## config.mk

```make
export PLATFORM = sky130hd
export DESIGN_NAME = automata_trace_sequencer
export DESIGN_NICKNAME = d
export VERILOG_FILES = /design/src/rtl/automata_trace_sequencer.sv
export SDC_FILE = /design/constraint.sdc
export NUM_CORES = 1
export LEC_CHECK = 0
export ABC_AREA = 1
export ABC_CLOCK_PERIOD_IN_PS = 2400
export BUFFER_PORTS_ARGS = -buffer_cell sky130_fd_sc_hd__buf_2
export CAP_MARGIN = 20
export CORE_ASPECT_RATIO = 1.4
export CORE_UTILIZATION = 48
export DETAILED_ROUTE_END_ITERATION = 10
export GPL_ROUTABILITY_DRIVEN = 0
export MAX_ROUTING_LAYER = met4
export PLACE_DENSITY = 0.76
export SLEW_MARGIN = 40
export SYNTH_ARGS = -nofsm -noshare
export SYNTH_HDL_FRONTEND = slang
export SYNTH_SLANG_ARGS = --single-unit
```

## constraint.sdc

```tcl
create_clock -name clk -period 2.4 [get_ports clk]
set_input_delay 0.36 -clock clk [delete_from_list [all_inputs] [get_ports clk]]
set_output_delay 0.36 -clock clk [all_outputs]
set_load 0.02 [all_outputs]
```

## src/rtl/automata_trace_sequencer.sv

```systemverilog
// Frames trace symbol streams into one LTL monitor automaton: re-arms it per trace, forwards
// symbols, and captures masked report hits into a valid/ready record with per-trace counters.
module automata_trace_sequencer #(
   parameter int unsigned NUM_REPORTS = 4,
   parameter int unsigned SYM_W       = 8,
   parameter int unsigned CNT_W       = 16
) (
   input  logic                   clk,
   input  logic                   reset,
   input  logic                   s_valid,
   output logic                   s_ready,
   input  logic [SYM_W-1:0]       s_symbol,
   input  logic                   s_last,
   input  logic                   abort,
   input  logic [NUM_REPORTS-1:0] cfg_report_mask,
   output logic                   a_run,
   output logic                   a_reset,
   output logic [SYM_W-1:0]       a_symbols,
   input  logic [NUM_REPORTS-1:0] a_report,
   output logic                   hit_valid,
   input  logic                   hit_ready,
   output logic [NUM_REPORTS-1:0] hit_vector,
   output logic [CNT_W-1:0]       hit_offset,
   output logic                   hit_overflow,
   output logic [CNT_W-1:0]       sym_count,
   output logic [CNT_W-1:0]       hit_count,
   output logic                   busy,
   output logic                   trace_done
);

   typedef enum logic [2:0] {StIdle, StArm, StStream, StDrain, StDone} state_e;

   localparam logic [CNT_W-1:0] CntMax = {CNT_W{1'b1}};

   state_e                   state_q, state_d;
   logic                     arm_st;
   logic                     run_q;
   logic [CNT_W-1:0]         idx_q;
   logic [CNT_W-1:0]         sym_count_q, sym_count_d;
   logic [CNT_W-1:0]         hit_count_q, hit_count_d;
   logic                     hit_valid_q, hit_valid_d;
   logic [NUM_REPORTS-1:0]   hit_vector_q, hit_vector_d;
   logic [CNT_W-1:0]         hit_offset_q, hit_offset_d;
   logic                     hit_overflow_q, hit_overflow_d;
   logic [NUM_REPORTS-1:0]   masked;
   logic                     hit;
   logic                     load;

   always_comb begin
      state_d    = state_q;
      s_ready    = 1'b0;
      arm_st     = 1'b0;
      trace_done = 1'b0;
      case (state_q)
         StIdle:   if (s_valid) state_d = StArm;
         StArm: begin
            arm_st  = 1'b1;
            state_d = StStream;
         end
         StStream: begin
            s_ready = 1'b1;
            if (s_valid && s_last) state_d = StDrain;
         end
         StDrain:  state_d = StDone;
         StDone: begin
            trace_done = 1'b1;
            state_d    = StIdle;
         end
         default:  state_d = StIdle;
      endcase
      if (abort && (state_q != StIdle)) state_d = StIdle;
   end

   // Automaton is held in reset while our own reset is asserted.
   assign a_reset   = arm_st | reset;
   assign a_symbols = reset ? '0 : s_symbol;
   assign a_run     = s_valid && s_ready;
   assign busy      = (state_q != StIdle);

   // Report for the symbol accepted last cycle is valid now.
   assign masked = a_report & cfg_report_mask;
   assign hit    = run_q && (masked != '0);
   assign load   = hit && (!hit_valid_q || hit_ready);

   always_comb begin
      sym_count_d    = sym_count_q;
      hit_count_d    = hit_count_q;
      hit_valid_d    = hit_valid_q;
      hit_vector_d   = hit_vector_q;
      hit_offset_d   = hit_offset_q;
      hit_overflow_d = hit_overflow_q;
      if (hit_ready) hit_valid_d = 1'b0;
      if (load) begin
         hit_valid_d  = 1'b1;
         hit_vector_d = masked;
         hit_offset_d = idx_q;
      end
      if (state_q == StArm) begin
         sym_count_d    = '0;
         hit_count_d    = '0;
         hit_overflow_d = 1'b0;
      end else begin
         if (a_run && (sym_count_q != CntMax)) sym_count_d = sym_count_q + CNT_W'(1);
         if (hit && (hit_count_q != CntMax)) hit_count_d = hit_count_q + CNT_W'(1);
         if (hit && !load) hit_overflow_d = 1'b1;
      end
   end

   always_ff @(posedge clk or posedge reset) begin
      if (reset) begin
         state_q        <= StIdle;
         run_q          <= 1'b0;
         idx_q          <= '0;
         sym_count_q    <= '0;
         hit_count_q    <= '0;
         hit_valid_q    <= 1'b0;
         hit_vector_q   <= '0;
         hit_offset_q   <= '0;
         hit_overflow_q <= 1'b0;
      end else begin
         state_q        <= state_d;
         run_q          <= a_run;
         idx_q          <= sym_count_q;
         sym_count_q    <= sym_count_d;
         hit_count_q    <= hit_count_d;
         hit_valid_q    <= hit_valid_d;
         hit_vector_q   <= hit_vector_d;
         hit_offset_q   <= hit_offset_d;
         hit_overflow_q <= hit_overflow_d;
      end
   end

   assign hit_valid    = hit_valid_q;
   assign hit_vector   = hit_vector_q;
   assign hit_offset   = hit_offset_q;
   assign hit_overflow = hit_overflow_q;
   assign sym_count    = sym_count_q;
   assign hit_count    = hit_count_q;

endmodule

```

**Yosys cells after proc, flatten, opt, wreduce, memory -nomap -nowiden**

Index checks and enable logic that the tools add are counted.

- Output and inout port bits: 67
- Register bits after elaboration: 74
- Logic and storage cells: 56

- Reductions and logical operators: 19
- Bitwise operators: 2
- Mux-type cells: 16
- Add/sub/neg operators: 2
- Equality and inequality tests: 8

Operators with widths:

| cell | number |
|---|---|
| $mux 16 | 4 |
| $add 16x1->16 const B | 2 |
| $ne 16x16->1 const B | 2 |
| $pmux 3 s4 | 1 |
| $mux 3 | 3 |
| $logic_and 1x1->1 | 8 |
| $mux 8 | 1 |
| $reduce_bool 2->1 | 4 |
| $mux 1 | 7 |
| $eq 3x2->1 const B | 2 |
| $ne 3x3->1 const B | 2 |
| $and 4x4->4 | 1 |
| $reduce_bool 4->1 | 1 |
| $eq 3x1->1 const B | 1 |
| $eq 3x3->1 const B | 1 |
| $logic_not 3->1 | 1 |
| $reduce_bool 3->1 | 1 |
| $logic_not 1->1 | 2 |
| $reduce_and 2->1 | 1 |
| $logic_or 1x1->1 | 1 |
| $or 1x1->1 | 1 |

**Longest topological paths before layout**

- Word-level depth: 8
- Mapped depth: 9
- Mapped depth without buffers: 9

**Least setup slack after synthesis**

No wires, ideal clock.

- Path kind: input -> output
- Start: input reset
- End: output a_reset
- Required time: 2040 ps
- Data arrival time: 2575 ps
- Path slack: -535 ps
- Stages: 3
- Cells stage by stage: clkbuf_1 > inv_1 > nand2_1

- Longest elaborated chain between the ends: 1

RTL lines:

| item | line | source |
|---|---|---|
| start, declared | 9 | `input logic reset,` |
| $or 1x1->1 | 75 | `assign a_reset = arm_st \| reset;` |
| end, declared | 17 | `output logic a_reset,` |

No other way between the ends.

**Worst setup path after layout**

- Start: register sym_count_q[0] (netlist: sym_count[0])
- End: register sym_count_q[6] (netlist: sym_count[6])

- Longest elaborated chain between the ends: 3
- Elaborated cells on any way between the ends: 6
- Those cells by class: add/sub (1); eq/ne (1); mux (2); reduce/logical (2)

RTL lines:

| item | line | source |
|---|---|---|
| start, declared | 39 | `logic [CNT_W-1:0] sym_count_q, sym_count_d;` |
| start signal, assigned | 124 | `sym_count_q <= sym_count_d;` |
| $add 16x1->16 or $ne 16x16->1 (tied branches) | 103 | `if (a_run && (sym_count_q != CntMax)) sym_count_d = sym_count_q + CNT_W'(1);` |
| $mux 16 or $logic_and 1x1->1 (tied branches) | 103 |  |
| $mux 16 or $reduce_bool 2->1 (tied branches) | - |  |

Several ways; a longest one is shown, not always the timed one. The select of a mux whose other input is x is not followed.
A chain may end at the register's enable or synchronous reset.

==> impl_metrics.toml <==
[status]
run_status = "complete, no violations"

[die]
design.portCount = 89
placeableCoreArea_um2 = 7072
fp-row-count = 36
floorplan.die.height_um = 104.1
dieWidth_um = 74.96
initial_core_util_pct = 50.58
die_area_um2 = 7807

[critical_path]
criticalPathCategory = "reg -> reg"
required_ns = 2.67
worstPathMaxFanout = 24
critical_path.startpoint_type = "register"
critPathArrivalTime_ns = 2.28
cp_capture_type = "register"

[clock_tree]
clock_path_buffers = 2
number_of_h_tree_levels = 3
cts_tree = "built"
cts-hold-fix-buffers = 0
post_cts_buffers = 0
cts-resized-gates = 0
cts.reportedPaths.clkPinSlew_ns = 0.08
worstSkewPairLatency_ns = 0.34
clock_tree.root_cell = "clkbuf_8"
tritoncts_num_sinks = 74
numCtsBuffers = 9

[pwr]
p_total_mw = 3.443
power_per_cell_area_nw_per_um2 = 779.1
power.leakage_nw = 2.493
vdd_ir_drop_max_v = 0.0003695

[synthesis]
synth-seq-cells = 74
synth_seq_area_share_pct = 51.77
postSynthAreaPerCell_um2 = 8.039
mappedNetlistNets = 469
ys_warnings = 0
netlist_instances = 445
mappedNetlistArea_um2 = 3577
ys_types = 26

[placement]
portBuffers = 88
dp_hpwl_um = 6025
area_post_placement_um2 = 4154
dp_worst_setup_slack_ns = 0.4777
place.detailed.instances = 624

[global_routing]
gr-total-overflow = 0
maximum_number_of_pins_on_one_net_before_global_route_repair = 75
antenna_found_initial = 0
track_usage_pct = 23.82
global_route_wire_length_before_repair_um = 13960
grt_pass1_vias = 3057

[run]
max_cap_violations = 0

[route]
detail-route-antenna-nets = 0
viasPerCell = 5.088
detailedRoute.firstIterationViolations = 237
drtPass1Iterations = 7
detailroute.via_count = 3256
drt-wirelength-per-cell_um = 13.32
aggregate_routed_wire_length_um = 8527
detail_route.drc_violations = 0

[timing]
holdWs_ns = 0.1942
maxClockFrequency_mhz = 496.4
worst_slew_pin_slew_ns = 0.6847
skew_ns = 0.01161
finalSetupTns_ns = 0
final.min_clock_period_ns = 2.014
timing.slew.headroom_pct = 54.24
grt_setup_unrepaired = "false"
worst_slack_ns = 0.3855
final-setup-viol-count = 0
period_share_pct = 83.94
report.final.slew_viol_count = 0
hold_violations = 0

[cells_and_area]
drive_above_1_share_pct = 22.20
n_antenna_cell = 0
syn2layout_area_growth_pct = 23.54
fillCellCount = 616
final_core_occ_pct = 62.49
layout.nets = 564
final-instance-count-excl-fill = 640
post-route-cell-area_um2 = 4419

[worst_hold_path]
holdCritPathClass = "in -> reg"
-- synthesized netlist by cell type --
cell type | number | area [um^2]
buf_6 | 2 | 22.52
xor2_1 | 9 | 78.83
o2111a_1 | 1 | 11.26
nand2_2 | 2 | 12.51
clkbuf_1 | 7 | 26.28
o21bai_1 | 3 | 22.52
o21ai_0 | 9 | 45.04
nand2_1 | 140 | 525.5
xnor2_1 | 4 | 35.03
nand4_1 | 9 | 56.30
o21ai_1 | 10 | 50.05
nor2_1 | 39 | 146.4
nand3b_1 | 7 | 52.55
inv_2 | 1 | 3.750
o21a_1 | 2 | 15.01
nand3_1 | 72 | 360.4
buf_4 | 1 | 7.510
nor2_4 | 2 | 22.52
buf_2 | 2 | 10.01
inv_1 | 41 | 153.9
nor3_1 | 2 | 10.01
o21ai_4 | 1 | 16.27
clkinv_1 | 1 | 3.750
ha_1 | 2 | 25.02
dfrtp_1 | 74 | 1852
nor2_2 | 2 | 12.51
-- cell families after synthesis --
| kind of cell | after synthesis | synth area share, % |
|---|---|---|
| flops | 74 | 51.77 |
| simple gates | 275 | 33.51 |
| buf+inv | 55 | 6.366 |
| compound gates | 26 | 4.477 |
| fa+ha+maj | 2 | 0.6994 |
| xor+xnor | 13 | 3.183 |
-- cells in the final DEF (no fill, tap or decap) --
cell type | netlist | layout
clkinv_4 | 0 | 1
nand2_1 | 140 | 139
nor2_4 | 2 | 2
nor2_2 | 2 | 2
nand2_4 | 0 | 1
clkbuf_1 | 7 | 1
buf_2 | 2 | 88
clkinv_1 | 1 | 1
inv_2 | 1 | 1
nand4_1 | 9 | 9
nor2_1 | 39 | 39
o21ai_0 | 9 | 9
inv_6 | 0 | 1
nand2_2 | 2 | 2
o21ai_1 | 10 | 10
xor2_1 | 9 | 9
buf_12 | 0 | 1
dfrtp_1 | 74 | 74
bufinv_16 | 0 | 4
o2111a_1 | 1 | 1
buf_4 | 1 | 7
inv_1 | 41 | 40
clkbuf_8 | 0 | 9
xnor2_1 | 4 | 4
ha_1 | 2 | 2
nand3b_1 | 7 | 7
nor3_1 | 2 | 2
o21bai_1 | 3 | 3
o21a_1 | 2 | 2
clkinvlp_4 | 0 | 1
o21ai_4 | 1 | 1
nand3_1 | 72 | 72
-- worst max-delay path: stages (launching register included) --
cell,delay [ns]
dfrtp_1,0.45
ha_1,0.26
nand2_1,0.09
nor2_2,0.18
nand2_2,0.13
o21ai_4,0.53
nand3_1,0.17
o21ai_1,0.12
-- power by group --
group          switching (mW)  total [mW]  internal (mW)
clock network           0.473        1.28          0.802
registers              0.0886        1.45           1.36
logic                   0.506       0.721          0.215
-- routing by layer --
layer	global-route usage, %	part of all wire [%]	up-vias	routed length [um]
li1	-	-	1613	-
met1	26.73	40	1544	3449
met5	-	0	-	0
met2	40.28	54	91	4612
met4	8.760	1.3	0	108
met3	5.426	4.2	8	356
-- layout make-up --
class	count	area, um^2	share of cell area (%)
Clock buffer	10	127.6	2.888
Timing Repair Buffer	96	513.0	11.61
Sequential cell	74	1852	41.90
Tap cell	95	118.9	2.690
Inverter	43	165.2	3.737
Clock inverter	6	137.6	3.114
Multi-Input combinational cell	316	1505	34.06
-- state kept, by name, indices dropped and copies added (netlist names) --
name and count:
hit_offset 16, hit_overflow 1, idx_q 16, sym_count 16, hit_vector 4, hit_count 16
hit_valid 1, state_q 3, run_q 1
-- path summary, 6_finish.rpt --
path                            endpoint  depth (start not counted)          from  slack (ns)
setup / recovery            sym_count[6]                          7  sym_count[0]        0.39
hold / removal                state_q[2]                          2         abort        0.19
setup reg to reg            sym_count[6]                          7  sym_count[0]        0.39
hold reg to reg                 idx_q[1]                          0  sym_count[1]        0.45
max in group asynchronous  hit_vector[3]                          3         reset        1.84
min in group asynchronous   sym_count[3]                          3         reset        0.25
Power figures use the tool's default switching activity.
